## src/rtl/lsu_pkg.sv

```systemverilog
// Shared definitions for the load/store unit.
// funct3 encodings, FSM state type and fault classification.
package lsu_pkg;

  localparam int STRB_W = 4;

  localparam logic [2:0] F3_B  = 3'b000;
  localparam logic [2:0] F3_H  = 3'b001;
  localparam logic [2:0] F3_W  = 3'b010;
  localparam logic [2:0] F3_BU = 3'b100;
  localparam logic [2:0] F3_HU = 3'b101;

  typedef enum logic [1:0] {
    S_IDLE,
    S_REQ,
    S_WAIT,
    S_DONE
  } lsu_state_t;

  function automatic logic lsu_bad(
    input logic       st,
    input logic [2:0] f3,
    input logic [1:0] off
  );
    logic ill;
    logic mis;
    if (st) ill = f3[2] | (f3[1:0] == 2'b11);
    else    ill = (f3 == 3'b011) | (f3 == 3'b110)
                | (f3 == 3'b111);
    mis = ((f3[1:0] == 2'b01) & off[0])
        | ((f3[1:0] == 2'b10) & (off != 2'b00));
    return ill | mis;
  endfunction

endpackage

```

## src/rtl/lsu_mem_stage_if.sv

```systemverilog
// Word-bus request/grant/response handshake
// between the load/store unit and memory.
interface lsu_mem_stage_if
  import lsu_pkg::*;
#(
  parameter int XLEN = 32
) ();

  logic              mem_req;
  logic              mem_we;
  logic [XLEN-1:0]   mem_addr;
  logic [XLEN-1:0]   mem_wdata;
  logic [STRB_W-1:0] mem_wstrb;
  logic              mem_gnt;
  logic              mem_rvalid;
  logic [XLEN-1:0]   mem_rdata;

  modport master (
    output mem_req, mem_we, mem_addr,
    output mem_wdata, mem_wstrb,
    input  mem_gnt, mem_rvalid, mem_rdata
  );

  modport slave (
    input  mem_req, mem_we, mem_addr,
    input  mem_wdata, mem_wstrb,
    output mem_gnt, mem_rvalid, mem_rdata
  );

endinterface

```

## src/rtl/lsu_align.sv

```systemverilog
// Byte-lane steering: store replication/strobes
// and load lane extraction with sign/zero extension.
module lsu_align
  import lsu_pkg::*;
#(
  parameter int XLEN = 32
) (
  input  logic [2:0]        i_f3,
  input  logic              i_store,
  input  logic [1:0]        i_off,
  input  logic [XLEN-1:0]   i_sd,
  input  logic [XLEN-1:0]   i_rdata,
  output logic [XLEN-1:0]   o_wdata,
  output logic [STRB_W-1:0] o_wstrb,
  output logic [XLEN-1:0]   o_ldata
);

  logic [XLEN-1:0] w_sh;

  always_comb begin
    w_sh    = i_rdata >> {i_off, 3'b000};
    o_wdata = i_sd;
    o_wstrb = '1;
    o_ldata = w_sh;
    case (i_f3)
      F3_B: begin
        o_ldata = {{(XLEN-8){w_sh[7]}}, w_sh[7:0]};
        o_wdata = {(XLEN/8){i_sd[7:0]}};
        o_wstrb = STRB_W'(1) << i_off;
      end
      F3_BU: o_ldata = {{(XLEN-8){1'b0}}, w_sh[7:0]};
      F3_H: begin
        o_ldata = {{(XLEN-16){w_sh[15]}}, w_sh[15:0]};
        o_wdata = {(XLEN/16){i_sd[15:0]}};
        o_wstrb = STRB_W'(3) << i_off;
      end
      F3_HU: o_ldata = {{(XLEN-16){1'b0}}, w_sh[15:0]};
      default: ;
    endcase
    if (!i_store) o_wstrb = '0;
  end

endmodule

```

## src/rtl/lsu_mem_stage.sv

```systemverilog
// Load/store unit: one bus transaction per start,
// with alignment checking and a bus timeout.
module lsu_mem_stage
  import lsu_pkg::*;
#(
  parameter int XLEN    = 32,
  parameter int TIMEOUT = 255,
  parameter int TO_W    = 8
) (
  input  logic            clk,
  input  logic            reset,
  input  logic            start,
  input  logic            is_store,
  input  logic [2:0]      funct3,
  input  logic [XLEN-1:0] addr,
  input  logic [XLEN-1:0] store_data,
  lsu_mem_stage_if.master bus,
  output logic            busy,
  output logic            done,
  output logic [XLEN-1:0] load_data,
  output logic            misaligned,
  output logic            bus_fault
);

  lsu_state_t        r_state;
  lsu_state_t        w_next;
  logic [XLEN-1:0]   r_addr;
  logic [XLEN-1:0]   r_sd;
  logic [XLEN-1:0]   r_ld;
  logic [2:0]        r_f3;
  logic              r_st;
  logic              r_mis;
  logic              r_bf;
  logic [TO_W-1:0]   r_cnt;
  logic              w_bad;
  logic              w_to;
  logic              w_cap;
  logic              w_tmo;
  logic              w_req;
  logic [XLEN-1:0]   w_wdata;
  logic [XLEN-1:0]   w_ldata;
  logic [STRB_W-1:0] w_wstrb;

  assign w_bad = lsu_bad(is_store, funct3, addr[1:0]);
  assign w_to  = (r_cnt == TO_W'(TIMEOUT - 1));

  // A response beats the timeout in the same cycle.
  always_comb begin
    w_next = r_state;
    w_cap  = 1'b0;
    w_tmo  = 1'b0;
    unique case (r_state)
      S_IDLE: begin
        if (start) w_next = w_bad ? S_DONE : S_REQ;
      end
      S_REQ: begin
        if (bus.mem_gnt && bus.mem_rvalid) begin
          w_next = S_DONE;
          w_cap  = 1'b1;
        end else if (w_to) begin
          w_next = S_DONE;
          w_tmo  = 1'b1;
        end else if (bus.mem_gnt) begin
          w_next = S_WAIT;
        end
      end
      S_WAIT: begin
        if (bus.mem_rvalid) begin
          w_next = S_DONE;
          w_cap  = 1'b1;
        end else if (w_to) begin
          w_next = S_DONE;
          w_tmo  = 1'b1;
        end
      end
      S_DONE:  w_next = S_IDLE;
      default: w_next = S_IDLE;
    endcase
  end

  always_ff @(posedge clk) begin
    if (reset) begin
      r_state <= S_IDLE;
      r_addr  <= '0;
      r_sd    <= '0;
      r_ld    <= '0;
      r_f3    <= '0;
      r_st    <= 1'b0;
      r_mis   <= 1'b0;
      r_bf    <= 1'b0;
      r_cnt   <= '0;
    end else begin
      r_state <= w_next;
      if (r_state == S_IDLE && start) begin
        r_addr <= addr;
        r_sd   <= store_data;
        r_f3   <= funct3;
        r_st   <= is_store;
        r_mis  <= w_bad;
        r_bf   <= 1'b0;
        r_cnt  <= '0;
      end
      if (r_state == S_REQ || r_state == S_WAIT)
        r_cnt <= r_cnt + TO_W'(1);
      if (w_tmo) r_bf <= 1'b1;
      if (w_cap && !r_st) r_ld <= w_ldata;
    end
  end

  lsu_align #(.XLEN(XLEN)) u_align (
    .i_f3    (r_f3),
    .i_store (r_st),
    .i_off   (r_addr[1:0]),
    .i_sd    (r_sd),
    .i_rdata (bus.mem_rdata),
    .o_wdata (w_wdata),
    .o_wstrb (w_wstrb),
    .o_ldata (w_ldata)
  );

  assign w_req         = (r_state == S_REQ);
  assign bus.mem_req   = w_req;
  assign bus.mem_we    = w_req & r_st;
  assign bus.mem_addr  = w_req ? {r_addr[XLEN-1:2], 2'b00} : '0;
  assign bus.mem_wdata = w_req ? w_wdata : '0;
  assign bus.mem_wstrb = w_req ? w_wstrb : '0;

  assign busy       = (r_state != S_IDLE);
  assign done       = (r_state == S_DONE);
  assign load_data  = r_ld;
  assign misaligned = r_mis;
  assign bus_fault  = r_bf;

endmodule
```

## src/flat_wrapper.sv

```systemverilog
// flat-port wrapper written by rule: the top's interface ports become plain ports
module lsu_mem_stage_flat import lsu_pkg::*;
#(
  parameter int XLEN    = 32,
  parameter int TIMEOUT = 255,
  parameter int TO_W    = 8
)
  (clk, reset, start, is_store, funct3, addr, store_data, busy, done, load_data, misaligned, bus_fault, bus_mem_req, bus_mem_we, bus_mem_addr, bus_mem_wdata, bus_mem_wstrb, bus_mem_gnt, bus_mem_rvalid, bus_mem_rdata);
  lsu_mem_stage_if #(.XLEN(XLEN)) bus_i ();
  input  logic clk;
  input  logic reset;
  input  logic start;
  input  logic is_store;
  input  logic [2:0] funct3;
  input  logic [XLEN-1:0] addr;
  input  logic [XLEN-1:0] store_data;
  output logic busy;
  output logic done;
  output logic [XLEN-1:0] load_data;
  output logic misaligned;
  output logic bus_fault;
  output wire logic [$bits(bus_i.mem_req)-1:0] bus_mem_req;
  output wire logic [$bits(bus_i.mem_we)-1:0] bus_mem_we;
  output wire logic [$bits(bus_i.mem_addr)-1:0] bus_mem_addr;
  output wire logic [$bits(bus_i.mem_wdata)-1:0] bus_mem_wdata;
  output wire logic [$bits(bus_i.mem_wstrb)-1:0] bus_mem_wstrb;
  input wire logic [$bits(bus_i.mem_gnt)-1:0] bus_mem_gnt;
  input wire logic [$bits(bus_i.mem_rvalid)-1:0] bus_mem_rvalid;
  input wire logic [$bits(bus_i.mem_rdata)-1:0] bus_mem_rdata;
  assign bus_mem_req = bus_i.mem_req;
  assign bus_mem_we = bus_i.mem_we;
  assign bus_mem_addr = bus_i.mem_addr;
  assign bus_mem_wdata = bus_i.mem_wdata;
  assign bus_mem_wstrb = bus_i.mem_wstrb;
  assign bus_i.mem_gnt = bus_mem_gnt;
  assign bus_i.mem_rvalid = bus_mem_rvalid;
  assign bus_i.mem_rdata = bus_mem_rdata;
  lsu_mem_stage #(.XLEN(XLEN), .TIMEOUT(TIMEOUT), .TO_W(TO_W)) u_core (.clk(clk), .reset(reset), .start(start), .is_store(is_store), .funct3(funct3), .addr(addr), .store_data(store_data), .bus(bus_i), .busy(busy), .done(done), .load_data(load_data), .misaligned(misaligned), .bus_fault(bus_fault));
endmodule
```

## config.mk

```make
export PLATFORM = sky130hd
export DESIGN_NAME = lsu_mem_stage_flat
export DESIGN_NICKNAME = d
export VERILOG_FILES = /design/src/rtl/lsu_pkg.sv /design/src/rtl/lsu_mem_stage_if.sv /design/src/rtl/lsu_align.sv /design/src/rtl/lsu_mem_stage.sv /design/src/flat_wrapper.sv
export SDC_FILE = /design/constraint.sdc
export NUM_CORES = 1
export LEC_CHECK = 0
export ABC_AREA = 1
export BUFFER_PORTS_ARGS = -buffer_cell sky130_fd_sc_hd__buf_2
export CAP_MARGIN = 0
export CORE_UTILIZATION = 44
export CTS_CLUSTER_DIAMETER = 30
export DETAILED_ROUTE_END_ITERATION = 10
export HOLD_SLACK_MARGIN = 0.08
export PLACE_DENSITY = 0.73
export SLEW_MARGIN = 0
export SYNTH_ARGS = -nofsm -noshare
export SYNTH_HDL_FRONTEND = slang
export SYNTH_SLANG_ARGS = --single-unit
export TNS_END_PERCENT = 30
```

## constraint.sdc

```tcl
create_clock -name clk -period 3.4 [get_ports clk]
set_input_delay 0.68 -clock clk [delete_from_list [all_inputs] [get_ports clk]]
set_output_delay 0.68 -clock clk [all_outputs]
set_load 0.005 [all_outputs]
```

==> results of run 1 <==
[critical path: cells and delay by family (launching register included)]
kind                   cells  cell delay, ns
AOI/OAI and AO/OA          1            0.19
DFF                        1            0.80
and+or+nand+nor            2            0.26
buffers and inverters      2            0.58
[flip-flops by register name (all words and copies together), names as in the netlist, 2 cells and up]
register,cells
u_core.load_data,32
u_core.r_addr,32
u_core.r_sd,32
u_core.r_cnt,8
u_core.r_f3,3
u_core.r_state,2
[placed cells by master (no fill, tap or decap), drive strengths merged, types with 7 or more instances in the layout]
master and instances:
a21oi 26, buf 217, clkbuf 10, dfxtp 112, ha 7, inv 89
nand2 126, nand3 48, nor2 278, o211ai 10, o21ai 109, o22ai 7
or2 16
[power by group through the flow]
stage	Combinational [mW]	Clock, mW	Sequential (mW)
floorplan	1.44	0	1.80
global placement	2.00	0	1.86
detailed placement	2.01	0	1.87
CTS	2.02	1.05	1.84
global route	2.31	1.10	1.88
finish	2.02	1.03	1.84
[synth_stat cells (4+ instances only)]
cell      count  area share [%]
a21oi_1      26             2.3
buf_1         5            0.33
buf_2        17             1.5
buf_4         4            0.53
clkbuf_1     30             2.0
dfxtp_1     112              40
ha_1          7             1.5
inv_1        81             5.4
inv_2         5            0.33
nand2_1     126             8.3
nand3_1      48             4.2
nor2_1      274              18
o211ai_1      9             1.2
o21ai_0     108             9.5
o22ai_1       7            0.77
or2_2        13             1.4
[per-stage QoR]
step | utilization, % | cell area (um2)
3_5_place_dp | 53.7 | 6750
6_report | 55.9 | 7030
4_1_cts | 55.9 | 7030
5_1_grt | 55.9 | 7030
2_1_floorplan | - | 5680
3_3_place_gp | 53.7 | 6750
[layout make-up]
cell class	instances	area (um2)	share of cell area (%)
Clock inverter	6	42.5	0.605
Clock buffer	10	239	3.40
Multi-Input combinational cell	639	2850	40.6
Sequential cell	112	2240	31.9
Tap cell	172	215	3.06
Timing Repair Buffer	217	1110	15.8
Inverter	88	330	4.70
[logic make-up after synthesis]
kind of cell / count (synthesis) / synth area share [%]
DFF: 112 / 39.5
and+or+nand+nor: 472 / 33.6
adders and majority gates: 7 / 1.54
other: 1 / 0.0661
AOI/OAI and AO/OA: 157 / 14.8
buffers and inverters: 145 / 10.4
xor gates and xnor gates: 1 / 0.154
[routing by layer]
metal | global-route usage (%) | wire length, um | vias up
li1 | - | - | 3145
met1 | 32.5 | 7530 | 2598
met2 | 38.0 | 7160 | 188
met3 | 5.96 | 1120 | 19
met4 | 8.48 | 268 | 2
met5 | 0 | 16 | -
[final timing paths]
| path | start | to | slack [ns] | cells after the start |
|---|---|---|---|---|
| hold reg to reg | u_core.r_addr[15] | u_core.r_addr[15] | 0.49 | 2 |
| setup reg to reg | u_core.r_addr[0] | u_core.load_data[19] | 1.02 | 7 |
| setup / recovery | u_core.r_addr[0] | bus_mem_wstrb[1] | 0.53 | 5 |
| hold / removal | u_core.r_addr[15] | u_core.r_addr[15] | 0.49 | 2 |
==> impl_metrics.ini, run 1 <==
[logic_synthesis]
yosysWarnings = 0
async_reset_ff_share_pct = 0
ys_seq_elements = 112
synthCells = 895
syn_area_um2 = 5670
synthesis.area_per_instance_um2 = 6.34
ys_types = 30
synth_edf_count = 0
ys_seq_area_share_pct = 39.5
synth_flop_cell = dfxtp_1

[clock_network]
numClockSinks = 112
root_buffer = clkbuf_16
post_cts_buffers = 0
clk_latency_ns = 0.36
htreeDepth = 3
cts_tree = built
clockBufferDepth = 2
cts_buffers = 9
post_cts_resize_count = 0
cts_hold_buf = 0
clk_pin_slew_ns = 0.07

[route]
routed_wl_mm = 16.1
route.detailed.drc = 0
drt_pre_antenna_iters = 5
ant_nets = 0
drtIter0Drc = 413
wire_per_inst_um = 12.9
vias = 5952
viasPerCell = 4.78

[worst_setup_path]
path_cells = inv_2, nand2_1, nand2_1, a21oi_1, buf_2
start_kind = flop
crit_path_max_fanout = 35
path_common_cell = nand2_1
cp.arrival_ns = 2.19
cp_slowest_stage_delay_ns = 0.80
crit_slowest_cell = dfxtp_1
critPathCaptureType = output port
crit_required_ns = 2.72
crit_type = reg2out

[die]
rows = 41
die_y_um = 116
die_x_um = 116
start_util_pct = 45.1
io_pins = 211
core_um2 = 12600
dieArea_um2 = 13300

[timing]
worst_pin_slew_ns = 1.17
timing.hold.ws_ns = 0.486
finalSetupViolCount = 0
timing.final.crit_share_pct = 84.4
setup_ws_ns = 0.531
rsz0062_at_grt = no
min_period_ns = 2.87
drv_slew = 0
skew_ns = 0.00641
hold_violations = 0
tns_ns = 0
fmax_mhz = 349
slew_headroom_pct = 21.7

[placed_design]
dp.cells = 1228
io_buffers = 208
place_congestion = 0.857
pre_cts_slack_ns = 0.959
hpwl_mm = 11.3

[power_and_ir_drop]
p_sw_mw = 2.01
cellInternalPower_mw = 2.87
seqPwrFrac_pct = 37.6
swShare_pct = 41.2
power_frac_clock_pct = 21.1
p_leak_nw = 3.87
power_mw = 4.89
vdd_ir_drop_max_mv = 0.638
power_density_nw_per_um2 = 695
combPwrFrac_pct = 41.3

[global_routing]
grt_overflow = 0
grt_max_degree = 83
antenna_found_initial = 1
grt_pass1_wl_mm = 25.3
grt_pass1_vias = 5182
grt_use_total_pct = 24.3

[finish]
area_delta_synth_final_pct = 23.9
nFillCells = 1308
drive_gt1_share_pct = 24.3
diodes = 0
fin_nets = 1179
layout.cells.non_filler = 1244

[run_status]
status = finished clean

[run]
drv_cap = 0

[worst_hold_path]
min_path_type = reg2reg
Note: power is estimated with default switching activity, not from simulation.
==> run 2, diff against run 1 <==
Clock period 3.4 ns to 2.7 ns, I/O delays scaled along.
==> run 2 against run 1 <==
  * Via count increased by 3.8%
  * First-iteration DRC count up 21%
  * Flip-flop and latch count did not move
  * Die area is the same
  * Sequential power rose by 26%
  * Sequential share of layout area is 0.24 points lower
  * Clock skew rose by 0.0011 ns
  * Cell area grew 0.77%
  * Critical path type unchanged
  * Final cell count grew 0.32%
  * Critical path depth rose by 2
  * Routed wire length up 2.0%
==> impl_metrics.ini, run 2 (synthesized netlist as in run 1, its figures left out) <==
[clock_network]
htreeDepth = 3
cts_buffers = 9
numClockSinks = 112
root_buffer = clkbuf_16
cts_tree = built
clk_pin_slew_ns = 0.07
post_cts_buffers = 0
clk_latency_ns = 0.35
cts_hold_buf = 0
post_cts_resize_count = 0
clockBufferDepth = 2

[timing]
timing.hold.ws_ns = 0.434
slew_headroom_pct = 33.7
rsz0062_at_grt = no
fmax_mhz = 403
min_period_ns = 2.48
drv_slew = 0
hold_violations = 0
worst_pin_slew_ns = 0.992
setup_ws_ns = 0.217
tns_ns = 0
finalSetupViolCount = 0
timing.final.crit_share_pct = 91.9
skew_ns = 0.00750

[power_and_ir_drop]
p_leak_nw = 3.90
power_mw = 6.20
power_density_nw_per_um2 = 875
vdd_ir_drop_max_mv = 0.526

[die]
rows = 41
dieArea_um2 = 13300
die_y_um = 116
die_x_um = 116
start_util_pct = 45.1
io_pins = 211
core_um2 = 12600

[worst_setup_path]
critPathCaptureType = output port
cp.arrival_ns = 1.94
start_kind = flop
crit_path_max_fanout = 10
crit_type = reg2out
crit_required_ns = 2.16

[run_status]
status = finished clean

[global_routing]
grt_pass1_wl_mm = 26.3
grt_pass1_vias = 5406
grt_overflow = 0
antenna_found_initial = 4
grt_use_total_pct = 24.9
grt_max_degree = 83

[placed_design]
io_buffers = 208
place_congestion = 0.882
placed_cell_area_um2 = 6790
pre_cts_slack_ns = 0.590
hpwl_mm = 11.7

[run]
drv_cap = 0

[route]
drtIter0Drc = 499
routed_wl_mm = 16.4
route.detailed.drc = 0
viasPerCell = 4.95
wire_per_inst_um = 13.2
vias = 6179
ant_nets = 0
drt_pre_antenna_iters = 6

[finish]
drive_gt1_share_pct = 24.4
final_common_cell = nor2_1
fin_area_um2 = 7080
fin_nets = 1182
area_delta_synth_final_pct = 24.9
layout_common_cells = 274 x nor2_1, 208 x buf_2, 125 x nand2_1

[worst_hold_path]
min_path_type = in2reg
## run 2: changes by cell type in the layout (fill, tap and decap cells not counted)
cell	change
buf_4	+1
diode_2	+2
clkinv_2	-1
buf_12	+2
inv_6	-2
clkinvlp_4	-1
clkbuf_8	+1
clkinv_4	+2
## run 2: metal layers
layer  wire, um  vias to the layer above  part of all wire [%]  global-route usage, %
li1           -                     3150                     -                      -
met2       7350                      217                    45                   39.2
met3       1260                       30                   7.7                   5.28
met5         10                        -                 0.061                      0
met4        326                        2                   2.0                   9.26
met1       7460                     2780                    45                   33.6
## run 2: worst paths after layout
kind | startpoint | endpoint | slack (ns) | cells after the start
setup / recovery | u_core.r_f3[1] | bus_mem_wdata[15] | 0.22 | 7
hold / removal | store_data[3] | u_core.r_sd[3] | 0.43 | 3
setup reg to reg | u_core.r_addr[1] | u_core.load_data[14] | 0.53 | 5
hold reg to reg | u_core.r_cnt[4] | u_core.r_cnt[4] | 0.48 | 2
## run 2: area by class of cell
type | count | area (um2)
clock inverter | 4 | 30.0
multi-input combinational | 639 | 2850
inverter | 88 | 330
timing repair buffer | 220 | 1160
tap | 172 | 215
antenna | 2 | 5.00
clock buffer | 11 | 253
fill | 1313 | 5490
sequential | 112 | 2240
## run 2: report_power, final
part	leakage, nW	internal (mW)	switching (mW)
registers	0.919	2.05	0.267
logic	2.84	0.942	1.66
clock network	0.138	0.674	0.607
total	3.90	3.66	2.53
## run 2: worst max-delay path, stage by stage (launching register included)
cell and delay, ns:
dfxtp_1 0.36, nor2_4 0.10, inv_2 0.11, nor2_2 0.15, clkinv_1 0.31, o211ai_1 0.36
nor2_1 0.08, buf_2 0.13
## run 2: through the flow
stage	cells	utilization, %
after CTS	1246	56.3
final	1248	56.3
after detailed placement	1231	54.1
after global placement	1231	54.1
after floorplan	896	-
after global routing	1248	56.3
